**config.mk**
```make
export PLATFORM = sky130hd
export DESIGN_NAME = triangle_edge_scheduler
export DESIGN_NICKNAME = d
export VERILOG_FILES = /design/src/rtl/gfx_pkg.sv /design/src/rtl/cmd_fifo.sv /design/src/rtl/triangle_edge_scheduler.sv
export SDC_FILE = /design/constraint.sdc
export NUM_CORES = 1
export LEC_CHECK = 0
export CELL_PAD_IN_SITES_DETAIL_PLACEMENT = 1
export CELL_PAD_IN_SITES_GLOBAL_PLACEMENT = 1
export CORE_MARGIN = 1.5
export CORE_UTILIZATION = 56
export CTS_BUF_LIST = sky130_fd_sc_hd__clkbuf_8
export CTS_CLUSTER_DIAMETER = 80
export DETAILED_ROUTE_END_ITERATION = 12
export PLACE_DENSITY = 0.95
export SLEW_MARGIN = 20
export SYNTH_ARGS = -nofsm -noshare
export SYNTH_HDL_FRONTEND = slang
export SYNTH_SLANG_ARGS = --single-unit
```
**constraint.sdc**
```tcl
create_clock -name clock -period 13.3 [get_ports clock]
set_input_delay 3.99 -clock clock [delete_from_list [all_inputs] [get_ports clock]]
set_output_delay 3.99 -clock clock [all_outputs]
set_load 0.005 [all_outputs]
```
**src/rtl/gfx_pkg.sv**
```systemverilog
// gfx_pkg: types shared by the wireframe triangle path.
//   CORDW         - signed screen-coordinate width, shared with LineDrawing
//   vertex_t      - one signed (x, y) point
//   triangle_t    - three vertices v0, v1, v2 (one FIFO command entry)
//   sched_state_t - edge scheduler FSM states
//   edge_start / edge_end - vertex selection for edge index 0..2
package gfx_pkg;

    localparam int CORDW = 16;

    typedef struct packed {
        logic signed [CORDW-1:0] x;
        logic signed [CORDW-1:0] y;
    } vertex_t;

    typedef struct packed {
        vertex_t v0;
        vertex_t v1;
        vertex_t v2;
    } triangle_t;

    typedef enum logic [1:0] {
        IDLE,
        LOAD,
        START,
        WAIT
    } sched_state_t;

    // Edges are walked v0->v1, v1->v2, v2->v0 so the outline closes.
    function automatic vertex_t edge_start(input triangle_t t, input logic [1:0] e);
        case (e)
            2'd0:    return t.v0;
            2'd1:    return t.v1;
            default: return t.v2;
        endcase
    endfunction

    function automatic vertex_t edge_end(input triangle_t t, input logic [1:0] e);
        case (e)
            2'd0:    return t.v1;
            2'd1:    return t.v2;
            default: return t.v0;
        endcase
    endfunction

endpackage

```
**src/rtl/cmd_fifo.sv**
```systemverilog
// cmd_fifo: generic synchronous FIFO for command queues.
//   clock, reset  - system clock, synchronous active-high reset (empties queue)
//   push, wdata   - write request and data; ignored while full
//   pop           - consume the head entry; ignored while empty
//   rdata         - head entry (first-word fall-through)
//   full, empty   - occupancy flags derived from registered pointers only
module cmd_fifo #(
    parameter int WIDTH = 8,
    parameter int DEPTH = 4
) (
    input  logic             clock,
    input  logic             reset,
    input  logic             push,
    input  logic [WIDTH-1:0] wdata,
    input  logic             pop,
    output logic [WIDTH-1:0] rdata,
    output logic             full,
    output logic             empty
);

    localparam int AW = $clog2(DEPTH);
    localparam logic [AW:0] PTR_ONE = (AW + 1)'(1);

    logic [WIDTH-1:0] mem [DEPTH];
    // One extra pointer bit tells full from empty when the indices match.
    logic [AW:0] wr_ptr;
    logic [AW:0] rd_ptr;
    logic        do_push;
    logic        do_pop;

    assign full    = (wr_ptr[AW] != rd_ptr[AW]) && (wr_ptr[AW-1:0] == rd_ptr[AW-1:0]);
    assign empty   = (wr_ptr == rd_ptr);
    assign do_push = push && !full;
    assign do_pop  = pop && !empty;
    assign rdata   = mem[rd_ptr[AW-1:0]];

    always_ff @(posedge clock) begin
        if (reset) begin
            wr_ptr <= '0;
            rd_ptr <= '0;
        end else begin
            if (do_push) wr_ptr <= wr_ptr + PTR_ONE;
            if (do_pop)  rd_ptr <= rd_ptr + PTR_ONE;
        end
    end

    // Storage carries no reset; the pointers alone define what is valid.
    always_ff @(posedge clock) begin
        if (do_push) mem[wr_ptr[AW-1:0]] <= wdata;
    end

endmodule

```
**src/rtl/triangle_edge_scheduler.sv**
```systemverilog
// triangle_edge_scheduler: queues wireframe triangle commands and feeds their
// three edges, one at a time, to the shared LineDrawing datapath.
//   clock, reset            - system clock, synchronous active-high reset
//   io_inValid/io_inReady   - triangle command handshake (ready = queue not full)
//   io_x0..io_y2            - signed vertices, captured on handshake
//   io_lineStart            - one-cycle start pulse to LineDrawing
//   io_xs/io_ys/io_xe/io_ye - registered edge endpoints, held while drawing
//   io_lineDone             - LineDrawing completion pulse
//   io_busy                 - commands queued or an edge sequence in progress
//   io_triCount             - triangles completed since reset (wraps)
module triangle_edge_scheduler #(
    parameter int CORDW      = gfx_pkg::CORDW,
    parameter int FIFO_DEPTH = 4
) (
    input  logic                    clock,
    input  logic                    reset,
    input  logic                    io_inValid,
    output logic                    io_inReady,
    input  logic signed [CORDW-1:0] io_x0,
    input  logic signed [CORDW-1:0] io_y0,
    input  logic signed [CORDW-1:0] io_x1,
    input  logic signed [CORDW-1:0] io_y1,
    input  logic signed [CORDW-1:0] io_x2,
    input  logic signed [CORDW-1:0] io_y2,
    output logic                    io_lineStart,
    output logic signed [CORDW-1:0] io_xs,
    output logic signed [CORDW-1:0] io_ys,
    output logic signed [CORDW-1:0] io_xe,
    output logic signed [CORDW-1:0] io_ye,
    input  logic                    io_lineDone,
    output logic                    io_busy,
    output logic [15:0]             io_triCount
);

    gfx_pkg::triangle_t    fifo_wdata;
    gfx_pkg::triangle_t    fifo_rdata;
    gfx_pkg::triangle_t    tri_q;
    gfx_pkg::triangle_t    edge_src;
    gfx_pkg::vertex_t      vs_nxt;
    gfx_pkg::vertex_t      ve_nxt;
    gfx_pkg::sched_state_t state;
    gfx_pkg::sched_state_t state_nxt;

    logic        fifo_full;
    logic        fifo_empty;
    logic        fifo_push;
    logic        fifo_pop;
    logic [1:0]  edge_idx;
    logic [1:0]  edge_nxt;
    logic        tri_done;
    logic [15:0] tri_cnt;
    logic signed [CORDW-1:0] xs_q;
    logic signed [CORDW-1:0] ys_q;
    logic signed [CORDW-1:0] xe_q;
    logic signed [CORDW-1:0] ye_q;

    always_comb begin
        fifo_wdata.v0.x = io_x0;
        fifo_wdata.v0.y = io_y0;
        fifo_wdata.v1.x = io_x1;
        fifo_wdata.v1.y = io_y1;
        fifo_wdata.v2.x = io_x2;
        fifo_wdata.v2.y = io_y2;
    end

    assign fifo_push = io_inValid && !fifo_full;

    cmd_fifo #(
        .WIDTH($bits(gfx_pkg::triangle_t)),
        .DEPTH(FIFO_DEPTH)
    ) u_cmd_fifo (
        .clock(clock),
        .reset(reset),
        .push (fifo_push),
        .wdata(fifo_wdata),
        .pop  (fifo_pop),
        .rdata(fifo_rdata),
        .full (fifo_full),
        .empty(fifo_empty)
    );

    always_comb begin
        state_nxt = state;
        edge_nxt  = edge_idx;
        fifo_pop  = 1'b0;
        tri_done  = 1'b0;
        case (state)
            gfx_pkg::IDLE: begin
                if (!fifo_empty) state_nxt = gfx_pkg::LOAD;
            end
            gfx_pkg::LOAD: begin
                fifo_pop  = 1'b1;
                edge_nxt  = 2'd0;
                state_nxt = gfx_pkg::START;
            end
            gfx_pkg::START: begin
                // A done pulse here belongs to nothing we issued; drop it.
                state_nxt = gfx_pkg::WAIT;
            end
            gfx_pkg::WAIT: begin
                if (io_lineDone) begin
                    if (edge_idx != 2'd2) begin
                        edge_nxt  = edge_idx + 2'd1;
                        state_nxt = gfx_pkg::START;
                    end else begin
                        tri_done  = 1'b1;
                        state_nxt = fifo_empty ? gfx_pkg::IDLE : gfx_pkg::LOAD;
                    end
                end
            end
            default: state_nxt = gfx_pkg::IDLE;
        endcase
    end

    // Edge 0 is loaded in the same cycle as the pop, so its vertices come
    // straight from the FIFO head; later edges come from the held triangle.
    always_comb begin
        edge_src = (state == gfx_pkg::LOAD) ? fifo_rdata : tri_q;
        vs_nxt   = gfx_pkg::edge_start(edge_src, edge_nxt);
        ve_nxt   = gfx_pkg::edge_end(edge_src, edge_nxt);
    end

    always_ff @(posedge clock) begin
        if (reset) begin
            state    <= gfx_pkg::IDLE;
            edge_idx <= 2'd0;
            tri_cnt  <= 16'd0;
            xs_q     <= '0;
            ys_q     <= '0;
            xe_q     <= '0;
            ye_q     <= '0;
        end else begin
            state    <= state_nxt;
            edge_idx <= edge_nxt;
            if (tri_done) tri_cnt <= tri_cnt + 16'd1;
            // Endpoints only move on entry to START and stay put through WAIT.
            if (state_nxt == gfx_pkg::START) begin
                xs_q <= vs_nxt.x;
                ys_q <= vs_nxt.y;
                xe_q <= ve_nxt.x;
                ye_q <= ve_nxt.y;
            end
        end
    end

    always_ff @(posedge clock) begin
        if (fifo_pop) tri_q <= fifo_rdata;
    end

    assign io_inReady   = !fifo_full;
    assign io_lineStart = (state == gfx_pkg::START);
    assign io_xs        = xs_q;
    assign io_ys        = ys_q;
    assign io_xe        = xe_q;
    assign io_ye        = ye_q;
    assign io_busy      = !fifo_empty || (state != gfx_pkg::IDLE);
    assign io_triCount  = tri_cnt;

endmodule
```
==> summary.txt <==
==================================================================================
Final period demand of the worst path                                      6910 ps
Element type at the critical path start                                  input pin
Post-synthesis area per instance                                          17.4 µm²
Routed via count                                                             14800
Final setup vio count                                                            0
Number of optimization iterations in the first detailed-route pass               6
Top routing layer in use                                                      met5
Clock power frac                                                             31.7%
Routed length on met1                                                      26.8 mm
Remaining global-route overflow                                                  0
Yosys reg bits                                                                 572
Clk slew on worst S/H paths                                                  70 ps
Number of flops mapped to enable cells by yosys                                480
Leakage power summed over all cells                                     0.00868 µW
Number of primary I/O pins                                                     183
Worst-Skew Late Latency                                                     680 ps
Post-route cell area                                                     26700 µm²
TritonCTS clock tree                                                         built
Vias per std cell                                                             6.99
Initial antenna violation count                                                  4
Number of distinct library cells after synthesis                                64
Post-cts resize count                                                            0
Transition time of the tightest slew-check pin                             1110 ps
RSZ-0062 raised after global routing                                            no
Die Outline Area                                                         42200 µm²
Final-stage net count                                                         1619
TritonCTS Buffers                                                               88
Wire length on met3                                                        7.01 mm
DIE WIDTH                                                                   206 µm
Ys async rst share                                                              0%
Maximum number of buffers from clock root to sink                                3
Synth area leader                                                         edfxtp_1
Crit Path Class                                                       input pin to flip-flop
CP Capture Type                                                          flip-flop
Synthesized instance count                                                    1319
Vias in the first global route                                               15400
Part of the power in registers                                               50.6%
Largest voltage drop on the vdd net                                      0.0831 mV
Vert. Die Dim                                                               206 µm
Largest net degree at the start of global routing                               95
Clk Tree Root Cell                                                        clkbuf_8
Worst clock skew                                                           29.8 ps
Hold Vio Cnt, Final                                                              0
Global-route wire length before repair                                      105 mm
Effective utilization at floorplan                                           56.5%
Required time of the critical path                                        13800 ps
Global-route total usage across every layer                                  34.4%
Setup tns final                                                               0 ps
CTS Hold Buffers Added                                                           0
Cells taking the most area after synthesis                            edfxtp_1 (63%), dfxtp_1 (8.0%), mux4_2 (7.2%)
Power dissipated by switching net loads                                    1330 µW
Leading register cell type out of synthesis                               edfxtp_1
Result of the run                                                     complete, no violations
Fraction of the yosys area taken by sequential cells                         70.8%
Routed Wire Length                                                         71.8 mm
Critical path's top delay family                                      buffers and inverters
Total internal power                                                       3140 µW
Critical Path Slowest Stage Cell                                           a21oi_4
Overall power consumption                                                  4470 µW
H-tree Lvls                                                                      3
CP Depth                                                                         6
Remaining number of nets flagged by the antenna check after routing              0
Depth of the worst register-to-register path                                     6
WP buf/inv                                                                       2
Reported max-cap violation count                                                 0
Placed standard-cell area                                                25100 µm²
Crit Path Max Fanout                                                            40
Number of max-slew violations in the final report                                0
Hold Crit Depth                                                                  2
Fraction of final layout cells sized beyond drive strength 1                 19.8%
Power density cells                                                     167 nW/µm²
Synth Warn #                                                                     0
Post-route fraction of the period consumed by the critical path              52.0%
Wire length on met2                                                        34.3 mm
Detailed Place HPWL                                                        38.6 mm
Net count after synthesis                                                     1427
CORE AREA                                                                40600 µm²
Post-synthesis instance area                                             23000 µm²
Number of setup buffers added after CTS                                          0
Switching power share of the total                                           29.7%
Arrival @ worst endpoint                                                   7410 ps
Rows                                                                            74
Initial drt markers                                                           2144
Critical path cell sequence                                           clkdlybuf4s50_1, nand2b_1, a21oi_4, buf_4, o22ai_1, nor4_1
Top cell type's share of synthesized area                                    62.8%
Total of buffers placed on input and output ports                              182
Final RePlAce weighted congestion                                            0.802
Number of sinks handled by clock tree synthesis                                572
Hold WC Path Type                                                     flip-flop to flip-flop
Routed wirelength normalized by instance count                             33.9 µm
Slowest cell delay on critical path                                         880 ps
Normalized max-slew margin                                                   25.9%
Area delta synth->final                                                      16.2%
Maximum achievable frequency                                             0.145 GHz
DRC violations left                                                              0
Logic gate share of total power                                              17.7%
==================================================================================
[layout make-up]
class	instances	area [µm²]
fillers	3455	13900
flip-flops and latches	572	16300
diodes	3	7.51
inverters	12	50.0
multi-input cells	640	6160
clock inverters	67	299
repair buffers	197	1930
well taps	532	666
clock buffers	96	1320
[cells in the final DEF (no fill, tap or decap), types with 5 or more instances in the layout]
cell and count:
o31a_1 11, o31ai_1 13, clkinv_1 27, a221oi_2 9
mux2_4 9, mux2_2 66, xnor2_1 6, a31oi_1 8
and2_1 16, nor4_1 32, and2_0 20, nand3_1 11
xor2_1 8, clkbuf_8 96, dfxtp_1 90, nand3b_1 5
nand2_1 11, a2111oi_2 12, o21ai_0 26, a222oi_1 20
nor3_1 15, nor2_1 31, clkdlybuf4s50_1 181, and3_1 36
o22ai_1 36, buf_4 15, ha_1 8, inv_1 38
clkinv_2 8, a2111oi_0 20, mux4_2 73, or3_1 5
a21oi_1 21, nand4_1 12, edfxtp_1 480, mux2i_1 40
o21a_1 14
[synth_stat cells, types with 9 or more instances]
| cell type | number |
|---|---|
| o22ai_1 | 36 |
| o31a_1 | 11 |
| nor2_1 | 31 |
| a2111oi_2 | 12 |
| mux2_4 | 9 |
| and2_1 | 20 |
| inv_1 | 12 |
| mux2i_1 | 40 |
| edfxtp_1 | 480 |
| and2_0 | 20 |
| nand2_1 | 11 |
| a221oi_2 | 9 |
| nor4_1 | 32 |
| buf_2 | 34 |
| o21a_1 | 14 |
| nor3_1 | 15 |
| nand4_1 | 12 |
| a2111oi_0 | 20 |
| nand3_1 | 11 |
| and3_1 | 37 |
| buf_6 | 9 |
| a222oi_1 | 20 |
| clkbuf_1 | 31 |
| mux4_2 | 73 |
| o21ai_0 | 27 |
| a21oi_1 | 21 |
| o31ai_1 | 13 |
| dfxtp_1 | 92 |
| mux2_2 | 66 |
| buf_4 | 15 |
[power by group through the flow]
stage,Sequential (µW),Clock [µW],Combinational [µW]
final,2260,1420,790
after global placement,2260,0,669
after global routing,2270,1490,814
after floorplan,2220,0,449
after CTS,2250,1420,769
after detailed placement,2280,0,727
[tightest hold or removal path, delay by kind of cell (launching register included)]
| family | cells | cell delay, ps |
|---|---|---|
| DFF | 1 | 310 |
| AOI/OAI and AO/OA | 2 | 130 |
[routing by layer]
metal  global-route usage, %  vias to the layer above
met5                   0.238                        -
met4                    17.8                        4
met3                    7.68                      283
met2                    53.6                     1215
met1                    45.7                     7504
li1                        -                     5815
[registers in the layout (all words and copies together), names as in the netlist, named ones only]
name               cells
u_cmd_fifo.rd_ptr      3
u_cmd_fifo.mem       384
u_cmd_fifo.wr_ptr      3
io_triCount           16
io_xs                 16
io_ye                 16
tri_q                 96
io_xe                 16
edge_idx               2
io_ys                 16
state                  2
[metrics by stage]
stage,setup slack [ps],hold WS (ps),utilization [%],instances
3_5_place_dp,6130,495,61.7,1953
4_1_cts,6700,503,65.7,2116
2_1_floorplan,6110,465,-,1319
5_1_grt,6360,541,65.7,2117
6_report,6390,493,65.7,2119
3_3_place_gp,6210,468,61.7,1953
[cell families after synthesis]
family / after synthesis / share of synthesized area (%)
XOR/XNOR: 14 / 0.534
AO/OA/AOI/OAI: 213 / 7.41
AND/OR/NAND/NOR: 217 / 5.57
flip-flops: 572 / 70.8
multiplexers: 188 / 12.7
adder cells (fa/ha/maj): 8 / 0.436
buffers and inverters: 107 / 2.54
[worst paths after layout]
kind | slack [ps] | endpoint | from
max | 6390 | io_xe[13] | io_lineDone
min | 490 | io_triCount[15] | io_triCount[15]
max reg2reg | 8330 | io_xe[13] | state[0]
min reg2reg | 490 | io_triCount[15] | io_triCount[15]
No activity file was read; power rests on OpenSTA's default activity.
